$ cat src/rtl/fetch_decode_execute_pkg.sv
// Shared encodings and the decode-to-execute bundle
// for the MIPS fetch/decode/execute front end.
package fetch_decode_execute_pkg;

  localparam logic [31:0] RA_RESET = 32'hdead_beef;
  localparam logic [31:0] NOP_INSN = 32'h0000_0000;

  localparam logic [5:0] OP_SPECIAL = 6'h00;
  localparam logic [5:0] OP_REGIMM  = 6'h01;
  localparam logic [5:0] OP_J       = 6'h02;
  localparam logic [5:0] OP_JAL     = 6'h03;
  localparam logic [5:0] OP_BEQ     = 6'h04;
  localparam logic [5:0] OP_BNE     = 6'h05;
  localparam logic [5:0] OP_BLEZ    = 6'h06;
  localparam logic [5:0] OP_BGTZ    = 6'h07;
  localparam logic [5:0] OP_ADDI    = 6'h08;
  localparam logic [5:0] OP_ADDIU   = 6'h09;
  localparam logic [5:0] OP_SLTI    = 6'h0a;
  localparam logic [5:0] OP_SLTIU   = 6'h0b;
  localparam logic [5:0] OP_ANDI    = 6'h0c;
  localparam logic [5:0] OP_ORI     = 6'h0d;
  localparam logic [5:0] OP_XORI    = 6'h0e;
  localparam logic [5:0] OP_LUI     = 6'h0f;
  localparam logic [5:0] OP_LB      = 6'h20;
  localparam logic [5:0] OP_LW      = 6'h23;
  localparam logic [5:0] OP_LBU     = 6'h24;
  localparam logic [5:0] OP_SB      = 6'h28;
  localparam logic [5:0] OP_SW      = 6'h2b;

  localparam logic [5:0] F_SLL  = 6'h00;
  localparam logic [5:0] F_SRL  = 6'h02;
  localparam logic [5:0] F_SRA  = 6'h03;
  localparam logic [5:0] F_SLLV = 6'h04;
  localparam logic [5:0] F_SRLV = 6'h06;
  localparam logic [5:0] F_SRAV = 6'h07;
  localparam logic [5:0] F_JR   = 6'h08;
  localparam logic [5:0] F_JALR = 6'h09;
  localparam logic [5:0] F_ADD  = 6'h20;
  localparam logic [5:0] F_ADDU = 6'h21;
  localparam logic [5:0] F_SUB  = 6'h22;
  localparam logic [5:0] F_SUBU = 6'h23;
  localparam logic [5:0] F_AND  = 6'h24;
  localparam logic [5:0] F_OR   = 6'h25;
  localparam logic [5:0] F_XOR  = 6'h26;
  localparam logic [5:0] F_NOR  = 6'h27;
  localparam logic [5:0] F_SLT  = 6'h2a;
  localparam logic [5:0] F_SLTU = 6'h2b;

  localparam logic [4:0] RT_BLTZ = 5'h00;
  localparam logic [4:0] RT_BGEZ = 5'h01;

  // aluop alone is ambiguous (funct and opcode spaces overlap),
  // so rtype tells execute which space aluop lives in.
  typedef struct packed {
    logic [31:0] pc;
    logic [31:0] insn;
    logic [31:0] ra;
    logic [31:0] rb;
    logic [31:0] imm;
    logic        rtype;
    logic [5:0]  aluop;
    logic        br;
    logic        jp;
    logic        aluinb;
    logic        dmwe;
    logic        rwe;
    logic        rdst;
    logic        rwd;
  } id_ex_t;

  localparam id_ex_t BUBBLE = '{insn: NOP_INSN, default: '0};

endpackage

$ cat src/rtl/fetch_decode_execute_reg_file.sv
// 32x32 register file: two combinational read ports with
// write-first bypass, one synchronous write port.
module reg_file #(
  parameter logic [31:0] sp_init = 32'h8012_0000,
  parameter logic [31:0] ra_init = 32'hdead_beef
) (
  input  logic        clock,
  input  logic        reset,
  input  logic        we,
  input  logic [4:0]  waddr,
  input  logic [31:0] wdata,
  input  logic [4:0]  raddr_a,
  output logic [31:0] rdata_a,
  input  logic [4:0]  raddr_b,
  output logic [31:0] rdata_b
);

  logic [31:0] regs [32];

  always_ff @(posedge clock or posedge reset) begin
    if (reset) begin
      for (int i = 0; i < 32; i++)
        regs[i] <= (i == 29) ? sp_init :
                   (i == 31) ? ra_init : '0;
    end else if (we && waddr != 5'd0) begin
      regs[waddr] <= wdata;
    end
  end

  assign rdata_a = (raddr_a == 5'd0) ? '0 :
                   (we && waddr == raddr_a) ? wdata :
                   regs[raddr_a];

  assign rdata_b = (raddr_b == 5'd0) ? '0 :
                   (we && waddr == raddr_b) ? wdata :
                   regs[raddr_b];

endmodule

$ cat src/rtl/fetch_decode_execute.sv
// MIPS front end: fetch, decode, D->X register and execute,
// with branches resolved in X behind one delay slot.
module fetch_decode_execute #(
  parameter logic [31:0] base_addr = 32'h8002_0000,
  parameter logic [31:0] mem_depth = 32'h0010_0000
) (
  input  logic        clock,
  input  logic        reset,
  input  logic        stall,
  output logic [31:0] i_address,
  output logic [1:0]  i_access_size,
  output logic        i_rw,
  output logic        i_mem_enable,
  input  logic [31:0] i_insn,
  input  logic        wb_we,
  input  logic [4:0]  wb_dest,
  input  logic [31:0] wb_data,
  output logic [31:0] pc_fd,
  output logic [31:0] pc_x,
  output logic [31:0] insn_x,
  output logic [31:0] alu_out,
  output logic [31:0] rb_out,
  output logic        dmwe_x,
  output logic        rwe_x,
  output logic        rdst_x,
  output logic        rwd_x,
  output logic [4:0]  dest_x,
  output logic [31:0] pc_effective,
  output logic        do_branch
);

  import fetch_decode_execute_pkg::*;

  logic [31:0] pc;
  logic [31:0] ra_val;
  logic [31:0] rb_val;
  logic [5:0]  op;
  logic [5:0]  fn;
  id_ex_t      d;
  id_ex_t      x;

  assign op = i_insn[31:26];
  assign fn = i_insn[5:0];

  assign i_address     = pc;
  assign i_access_size = 2'b00;
  assign i_rw          = 1'b1;
  assign i_mem_enable  = 1'b1;
  assign pc_fd         = pc;

  // A redirect wins even under stall so the target is never lost.
  always_ff @(posedge clock or posedge reset) begin
    if (reset)
      pc <= base_addr;
    else if (do_branch)
      pc <= pc_effective;
    else if (!stall)
      pc <= pc + 32'd4;
  end

  reg_file #(
    .sp_init (base_addr + mem_depth),
    .ra_init (RA_RESET)
  ) u_reg_file (
    .clock   (clock),
    .reset   (reset),
    .we      (wb_we),
    .waddr   (wb_dest),
    .wdata   (wb_data),
    .raddr_a (i_insn[25:21]),
    .rdata_a (ra_val),
    .raddr_b (i_insn[20:16]),
    .rdata_b (rb_val)
  );

  always_comb begin
    d        = BUBBLE;
    d.pc     = pc;
    d.insn   = i_insn;
    d.ra     = ra_val;
    d.rb     = rb_val;
    d.rtype  = (op == OP_SPECIAL);
    d.aluop  = d.rtype ? fn : op;
    d.imm    = {{16{i_insn[15]}}, i_insn[15:0]};
    unique case (op)
      OP_SPECIAL: begin
        unique case (fn)
          F_ADD, F_ADDU, F_SUB, F_SUBU,
          F_AND, F_OR, F_XOR, F_NOR,
          F_SLT, F_SLTU, F_SLL, F_SRL,
          F_SRA, F_SLLV, F_SRLV, F_SRAV: begin
            d.rwe  = 1'b1;
            d.rdst = 1'b1;
          end
          F_JR:
            d.jp = 1'b1;
          F_JALR: begin
            d.jp   = 1'b1;
            d.rwe  = 1'b1;
            d.rdst = 1'b1;
          end
          default: ;
        endcase
      end
      OP_REGIMM:
        d.br = (i_insn[20:16] == RT_BLTZ) ||
               (i_insn[20:16] == RT_BGEZ);
      OP_J:
        d.jp = 1'b1;
      OP_JAL: begin
        d.jp  = 1'b1;
        d.rwe = 1'b1;
      end
      OP_BEQ, OP_BNE, OP_BLEZ, OP_BGTZ:
        d.br = 1'b1;
      OP_ADDI, OP_ADDIU, OP_SLTI, OP_SLTIU: begin
        d.aluinb = 1'b1;
        d.rwe    = 1'b1;
      end
      OP_ANDI, OP_ORI, OP_XORI: begin
        d.aluinb = 1'b1;
        d.rwe    = 1'b1;
        d.imm    = {16'h0, i_insn[15:0]};
      end
      OP_LUI: begin
        d.aluinb = 1'b1;
        d.rwe    = 1'b1;
        d.imm    = {i_insn[15:0], 16'h0};
      end
      OP_LB, OP_LW, OP_LBU: begin
        d.aluinb = 1'b1;
        d.rwe    = 1'b1;
        d.rwd    = 1'b1;
      end
      OP_SB, OP_SW: begin
        d.aluinb = 1'b1;
        d.dmwe   = 1'b1;
      end
      default: ;
    endcase
  end

  always_ff @(posedge clock or posedge reset) begin
    if (reset)
      x <= BUBBLE;
    else
      x <= stall ? BUBBLE : d;
  end

  logic [31:0] opb;
  logic [31:0] pc4;
  logic [31:0] br_tgt;
  logic [31:0] j_tgt;
  logic [4:0]  shamt;
  logic        link;
  logic        taken;

  assign opb    = x.aluinb ? x.imm : x.rb;
  assign pc4    = x.pc + 32'd4;
  assign br_tgt = pc4 + {x.imm[29:0], 2'b00};
  assign j_tgt  = {pc4[31:28], x.insn[25:0], 2'b00};
  assign shamt  = x.insn[10:6];
  assign link   = !x.rtype && x.aluop == OP_JAL;

  always_comb begin
    alu_out = x.ra + opb;
    if (x.rtype) begin
      unique case (x.aluop)
        F_SUB, F_SUBU: alu_out = x.ra - x.rb;
        F_AND:  alu_out = x.ra & x.rb;
        F_OR:   alu_out = x.ra | x.rb;
        F_XOR:  alu_out = x.ra ^ x.rb;
        F_NOR:  alu_out = ~(x.ra | x.rb);
        F_SLT:  alu_out = {31'b0, $signed(x.ra) < $signed(x.rb)};
        F_SLTU: alu_out = {31'b0, x.ra < x.rb};
        F_SLL:  alu_out = x.rb << shamt;
        F_SRL:  alu_out = x.rb >> shamt;
        F_SRA:  alu_out = $unsigned($signed(x.rb) >>> shamt);
        F_SLLV: alu_out = x.rb << x.ra[4:0];
        F_SRLV: alu_out = x.rb >> x.ra[4:0];
        F_SRAV: alu_out = $unsigned($signed(x.rb) >>> x.ra[4:0]);
        F_JALR: alu_out = x.pc + 32'd8;
        default: ;
      endcase
    end else begin
      unique case (x.aluop)
        OP_SLTI:  alu_out = {31'b0, $signed(x.ra) < $signed(opb)};
        OP_SLTIU: alu_out = {31'b0, x.ra < opb};
        OP_ANDI:  alu_out = x.ra & opb;
        OP_ORI:   alu_out = x.ra | opb;
        OP_XORI:  alu_out = x.ra ^ opb;
        OP_LUI:   alu_out = opb;
        OP_JAL:   alu_out = x.pc + 32'd8;
        default: ;
      endcase
    end
  end

  always_comb begin
    taken = 1'b0;
    if (x.br) begin
      unique case (x.aluop)
        OP_BEQ:    taken = (x.ra == x.rb);
        OP_BNE:    taken = (x.ra != x.rb);
        OP_BLEZ:   taken = x.ra[31] || (x.ra == '0);
        OP_BGTZ:   taken = !x.ra[31] && (x.ra != '0);
        OP_REGIMM: taken = (x.insn[20:16] == RT_BGEZ) ?
                           !x.ra[31] : x.ra[31];
        default: ;
      endcase
    end
  end

  always_comb begin
    unique case (1'b1)
      x.jp &&  x.rtype: pc_effective = x.ra;
      x.jp && !x.rtype: pc_effective = j_tgt;
      default:          pc_effective = br_tgt;
    endcase
  end

  assign do_branch = x.jp || taken;
  assign dest_x    = link   ? 5'd31 :
                     x.rdst ? x.insn[15:11] : x.insn[20:16];
  assign pc_x      = x.pc;
  assign insn_x    = x.insn;
  assign rb_out    = x.rb;
  assign dmwe_x    = x.dmwe;
  assign rwe_x     = x.rwe;
  assign rdst_x    = x.rdst;
  assign rwd_x     = x.rwd;

endmodule

$ cat config.mk
export PLATFORM = sky130hd
export DESIGN_NAME = fetch_decode_execute
export DESIGN_NICKNAME = d
export VERILOG_FILES = /design/src/rtl/fetch_decode_execute_pkg.sv /design/src/rtl/fetch_decode_execute_reg_file.sv /design/src/rtl/fetch_decode_execute.sv
export SDC_FILE = /design/constraint.sdc
export NUM_CORES = 2
export LEC_CHECK = 0
export BUFFER_PORTS_ARGS = -buffer_cell sky130_fd_sc_hd__buf_4
export CAP_MARGIN = 10
export CORE_ASPECT_RATIO = 0.5
export CORE_MARGIN = 5
export CORE_UTILIZATION = 30
export CTS_CLUSTER_DIAMETER = 80
export CTS_CLUSTER_SIZE = 30
export DETAILED_ROUTE_END_ITERATION = 12
export MAX_ROUTING_LAYER = met4
export SLEW_MARGIN = 20
export SYNTH_ARGS = -nofsm -noshare
export SYNTH_HDL_FRONTEND = slang
export SYNTH_SLANG_ARGS = --single-unit
$ cat constraint.sdc
create_clock -name clock -period 50.3 [get_ports clock]
set_input_delay 5.03 -clock clock [delete_from_list [all_inputs] [get_ports clock]]
set_output_delay 5.03 -clock clock [all_outputs]
set_load 0.02 [all_outputs]
After elaboration in Yosys (flattened, before gate mapping)
Index checks and enable logic that the tools add are counted.

cells by class
  add/subtract/negate cells = 6
  $lt $le $gt $ge = 8
  equality and inequality tests = 66
  shifts and indexed selects = 6
  mux-type cells = 37
  bitwise logic cells = 10
  reduce and logical (&&, ||, !) cells = 31

operators by type and width
  operator                                       count
  bitwise mux 1024 bit                           1
  case mux 32 bit (14 select lines)              1
  two-way mux 32 bit                             13
  binary-select mux 32 bit (select 5 bit)        2
  case mux 32 bit (7 select lines)               1
  two-way mux 174 bit                            1
  demux 32 bit (select 5 bit)                    1
  == test 6 bit, second input constant           23
  less-than comparator 32 bit                    4
  case mux 32 bit (2 select lines)               2
  == test 6 x 4 -> 1 bit, second input constant  17
  == test 6 x 3 -> 1 bit, second input constant  11
  adder 32 x 3 -> 32 bit, second input constant  2
  adder 32 bit                                   2
  AND 32 bit                                     2
  bitwise OR 32 bit                              2
  left shift 32 x 5 -> 32 bit                    2
  right shift 32 x 5 -> 32 bit                   2
  >>> shifter 32 x 5 -> 32 bit                   2
  bitwise XOR 32 bit                             2
  == test 6 x 2 -> 1 bit, second input constant  6
  adder 32 x 4 -> 32 bit, second input constant  1
  == test 32 bit                                 1
  zero test 32 bit                               1
  29 further kinds                               62

storage, ports and cells
  bits in registers = 1,230
  bits of input ports = 73

Depth between registers and ports, before layout
  depth in word-level cells = 7
  depth in mapped cells = 18
  mapped depth without buffers = 18

Cells and area by module
Synthesis repeated with hierarchy kept, for this count alone.

second synthesis, totals
  cells, all modules = 7,289
  area, all modules = 82,216.4 um2

by module, submodules not included
  module                times used  cells each  area each (um2)  sequential area each (um2)
  reg_file              1           3,834       55,136.6         25,658.4
  fetch_decode_execute  1           3,455       27,079.7         5,157.4

Worst setup path after synthesis
Ideal clock, no wire load.

  kind = register -> output
  start = register x[4] in the netlist's numbering
  end = output port alu_out[29]
  data arrival time = 4,223 ps
  path slack = 41,047 ps
  cell stages (with the launch flop) = 15
  buffers on the path = 3
  cells stage by stage = dfrtp_1 clkbuf_1 clkbuf_1 mux2i_1 ha_1 clkbuf_1 nand4_1 or2_2 nor3_1 o2111ai_1 a211oi_1 o21ai_0 a2111oi_0 a311oi_1 a211oi_1

on the way
  word-level cells in the longest chain between the ends = 4

ends and longest elaborated chain
  item                                                                                   line                                                      RTL
  from (decl)                                                                            fetch_decode_execute.sv:40                                id_ex_t x;
  from (signal assigned)                                                                 fetch_decode_execute.sv:147                               x <= stall ? BUBBLE : d;
  two-way mux 32 bit (*)                                                                 fetch_decode_execute.sv:158                               assign opb = x.aluinb ? x.imm : x.rb;
  adder 32 bit, or another cell as far along                                             fetch_decode_execute.sv:166                               alu_out = x.ra + opb;
  case mux 32 bit (14 select lines) or case mux 32 bit (7 select lines) (tied branches)  fetch_decode_execute.sv:168, fetch_decode_execute.sv:186
  two-way mux 32 bit (*)                                                                 fetch_decode_execute.sv:167                               if (x.rtype) begin
  to (decl)                                                                              fetch_decode_execute.sv:21                                output logic [31:0] alu_out,

Every way passes the cells marked *; elsewhere a longest branch is shown, timed or not.

Worst setup path after layout
  start = register x[7] in the netlist's numbering
  end = output port alu_out[0]

on the way
  word-level cells in the longest chain between the ends = 4

ends and longest elaborated chain
  item                               line                         RTL
  == test 6 bit                      fetch_decode_execute.sv:168  unique case (x.aluop)
  OR reduction 2 bit                 fetch_decode_execute.sv:168
  case mux 32 bit (14 select lines)  fetch_decode_execute.sv:168
  two-way mux 32 bit (*)             fetch_decode_execute.sv:167

Marked as above.

==> impl_metrics.py <==
metrics = {
    "run_status": {
        "outcome": "completed",
    },
    "critical_path": {
        "end_kind": "primary output",
        "rrSetupSlack_ns": 45.21,
        "cp-startpoint": "x[7]$_DFF_PP0_",
        "worst-path-max-fanout": 53,
        "cp.required_ns": 45.27,
        "timing.rr.start": "pc_x[3]$_DFF_PP0_",
        "start_kind": "register",
        "r2r_cells": 18,
        "cpPeakStageDelay_ns": 0.91,
        "criticalPathCategory": "register to primary output",
        "worstPathCellList": "buf_4 -> nand2b_1 -> nor3_4 -> a21oi_4 -> buf_4 -> mux4_2 -> mux2i_1 -> mux2i_1 -> a32o_1 -> nor4_1 -> o32ai_1 -> buf_4",
        "crit_arrival_ns": 7.04,
        "crit_top_cell": "buf_4",
        "critPathSlowestCell": "dfrtp_4",
        "reg2reg_to": "i_address[27]$_DFFE_PP0P_",
        "crit_end": "alu_out[0]",
    },
    "routing": {
        "viasPerCell": 5.95,
        "drt_pass1_iterations": 8,
        "num_vias": 61451,
        "wirelength_mm": 328,
        "drt_iter0_drc": 7129,
        "ant_nets": 0,
        "routedWlPerCell_microns": 31.8,
        "drc": 0,
    },
    "sta": {
        "tightest_slew_ns": 1.27,
        "slew_headroom": 0.147,
        "slew_viol_final": 0,
        "min_period_ns": 12.07,
        "skew_ns": 0.109,
        "rsz0062_at_grt": "no",
        "setup_viol": 0,
        "tns_ns": 0,
        "period_share": 0.240,
        "hold_viol": 0,
        "fmaxAchievable_mhz": 82.8,
    },
    "final_layout": {
        "fillers": 27058,
        "layout-drive-gt1-share": 0.364,
        "syn_to_final_growth_pct": 9.14,
        "nets": 6934,
    },
    "synthesis": {
        "synth_compound_area_frac": 0.0876,
        "synth_area_leaders": "dfrtp_1, mux4_2, mux2_2, ha_1, mux2i_1",
        "synth-main-ff-cell": "dfrtp_1",
        "avgSynthCellArea_sq_um": 12.0,
        "synth_enable_flop_cells": 0,
        "yosys_warnings": 0,
        "syn_area_sq_um": 81800,
        "yosys.area_share.simple": 0.0694,
        "synthMuxAreaShare": 0.362,
        "synth_xor_area_frac": 0.0171,
        "async_reset_ff_frac": 1.00,
        "synth_top_area_frac": 0.367,
        "synth_top_family_by_area": "multiplexers",
        "synth.ff_latch_count": 1230,
        "synth_area_leader_cell": "dfrtp_1",
        "ys_types": 92,
        "synthAdderAreaFrac": 0.0352,
        "yosysSeqAreaShare": 0.377,
        "syn-instance-count": 6834,
    },
    "hold_path": {
        "hp-class": "register to register",
    },
    "cts": {
        "post_cts_buffers": 0,
        "ctsResizeCount": 0,
        "clockBufferDepth": 3,
        "worst_setup_hold_path_clk_slew_ns": 0.12,
        "hold_buffers": 0,
        "clock_latency_ns": 0.79,
        "htreeDepth": 2,
        "cts_tree": "built",
        "root_buffer": "clkbuf_16",
        "cts_inserted_buffers": 58,
        "cts_sinks": 1230,
    },
    "place": {
        "portBuffers": 306,
        "hpwlAfterDp_mm": 219,
        "gp_congestion": 1.06,
    },
    "power_and_ir_drop": {
        "ir_drop_mv": 0.0354,
        "p_total_w": 0.00317,
        "power_leakage_nw": 37.2,
        "power_density_nw_per_um2": 35.5,
    },
    "global_routing": {
        "grt_overflow_total": 0,
        "use_met1": 0.288,
        "grt_pass1_vias": 60469,
        "antenna_found_initial": 30,
        "grtUsageMet3": 0.0414,
        "grt_pass1_wl_mm": 464,
        "grt_max_degree": 121,
        "busiest_layer": "met2",
        "grt.total_usage": 0.231,
        "use_met2": 0.358,
    },
    "floorplanning": {
        "die_height_microns": 379,
        "initial_core_util": 0.302,
        "num_rows": 135,
        "dieArea_sq_um": 284000,
        "chipWidth_microns": 748,
        "num_io_pins": 311,
        "core_sq_um": 271000,
    },
    "run": {
        "max_cap_viol_count": 0,
    },
}
==> synth_stat cells (137+ instances only) <==
| cell | number |
|---|---|
| a21oi_1 | 241 |
| buf_4 | 137 |
| clkbuf_1 | 454 |
| dfrtp_1 | 1201 |
| ha_1 | 225 |
| inv_1 | 205 |
| mux2_2 | 1011 |
| mux2i_1 | 274 |
| mux4_2 | 686 |
| nand2_1 | 314 |
| nor2_1 | 339 |
| o21ai_0 | 221 |
==> cell families (layout without fill, tap and decap cells) <==
group                      after synthesis  in the layout
xor gates and xnor gates               160            160
DFF                                   1230           1230
muxes                                 1972           1972
buffers and inverters                  972            812
other                                    2             29
AOI/OAI and AO/OA                     1081           1081
adders and majority gates              228            228
and+or+nand+nor                       1189           1189
==> metrics by stage <==
step	instances	cell area [sq um]	utilization	hold WS, ns	worst slack (ns)
2_1_floorplan	6836	81800	-	0.441	10.66
6_report	10331	89300	0.329	0.403	38.23
3_3_place_gp	10202	87000	0.321	0.376	39.34
3_5_place_dp	10202	87100	0.321	0.382	39.30
4_1_cts	10305	89100	0.329	0.407	38.52
5_1_grt	10325	89300	0.329	0.423	38.33
==> per-layer routing <==
layer | up-vias | wire, microns
met5 | - | 0
met4 | 0 | 20000
met3 | 819 | 26200
met2 | 3005 | 152000
met1 | 32413 | 130000
li1 | 25214 | -
==> report_power, final <==
part           switching (W)  internal (W)  total (W)
Combinational       0.000669      0.000554    0.00122
Clock               0.000373      0.000243   0.000616
Sequential          0.000159       0.00117    0.00133
==> cell usage in the layout (no fill, tap or decap), types with 23 or more instances in the layout <==
cell,synthesis,final
nand4_1,27,27
diode_2,0,25
a221oi_1,28,28
nand3_1,114,112
dfrtp_1,1201,1196
mux4_2,686,686
inv_1,205,204
a211oi_1,118,111
o211ai_1,48,48
nand2b_1,29,29
clkbuf_16,0,58
and2_1,28,27
a31oi_1,34,34
mux2i_1,274,274
o21bai_1,26,24
o221ai_1,32,31
o21a_1,36,36
xor2_1,49,49
nor2_1,339,319
o21ai_0,221,221
a21oi_1,241,238
mux2_2,1011,1011
o22ai_1,53,53
buf_4,137,493
and3_1,24,23
nor2b_1,84,84
nor4_1,36,36
ha_1,225,225
nor3_1,106,106
a21o_1,43,43
xnor2_1,111,111
nand2_1,314,299
dfstp_2,29,29
==> registers in the layout, summed over array words and instances (netlist names) <==
signal	count
dmwe_x	1
rdst_x	1
rb_out	32
rwe_x	1
i_address	32
u_reg_file.regs	1024
pc_x	32
x	74
rwd_x	1
insn_x	32
==> worst max-delay path, delay by kind of cell, from the launching register on <==
family          cells  cell delay (ns)
simple gates        3             1.77
compound gates      3             0.85
buf+inv             3             1.57
flops               1             0.91
mux                 3             1.16
==> final cells by class <==
| class | count | area [sq um] | area share |
|---|---|---|---|
| antenna | 25 | 62.6 | 0.000701 |
| clock buffer | 70 | 1530 | 0.0171 |
| clock inverter | 33 | 542 | 0.00607 |
| inverter | 208 | 788 | 0.00883 |
| multi-input combinational | 4634 | 47100 | 0.528 |
| sequential | 1230 | 30800 | 0.345 |
| tap | 3630 | 4540 | 0.0509 |
| timing repair buffer | 501 | 3830 | 0.0429 |
==> worst min path at each step <==
stage / to / startpoint / depth (start not counted) / slack, ns
6_report: u_reg_file.regs[998]$_DFFE_PP0P_ / u_reg_file.regs[998]$_DFFE_PP0P_ / 0 / 0.40
5_1_grt: u_reg_file.regs[1005]$_DFFE_PP0P_ / u_reg_file.regs[1005]$_DFFE_PP0P_ / 0 / 0.42
4_1_cts: u_reg_file.regs[996]$_DFFE_PP0P_ / u_reg_file.regs[996]$_DFFE_PP0P_ / 0 / 0.41
3_5_place_dp: u_reg_file.regs[1022]$_DFFE_PP0P_ / u_reg_file.regs[1022]$_DFFE_PP0P_ / 0 / 0.38
3_3_place_gp: u_reg_file.regs[1006]$_DFFE_PP0P_ / u_reg_file.regs[1006]$_DFFE_PP0P_ / 0 / 0.38
2_1_floorplan: u_reg_file.regs[1000]$_DFFE_PP0P_ / u_reg_file.regs[1000]$_DFFE_PP0P_ / 1 / 0.44
(Power assumes the default switching activity.)
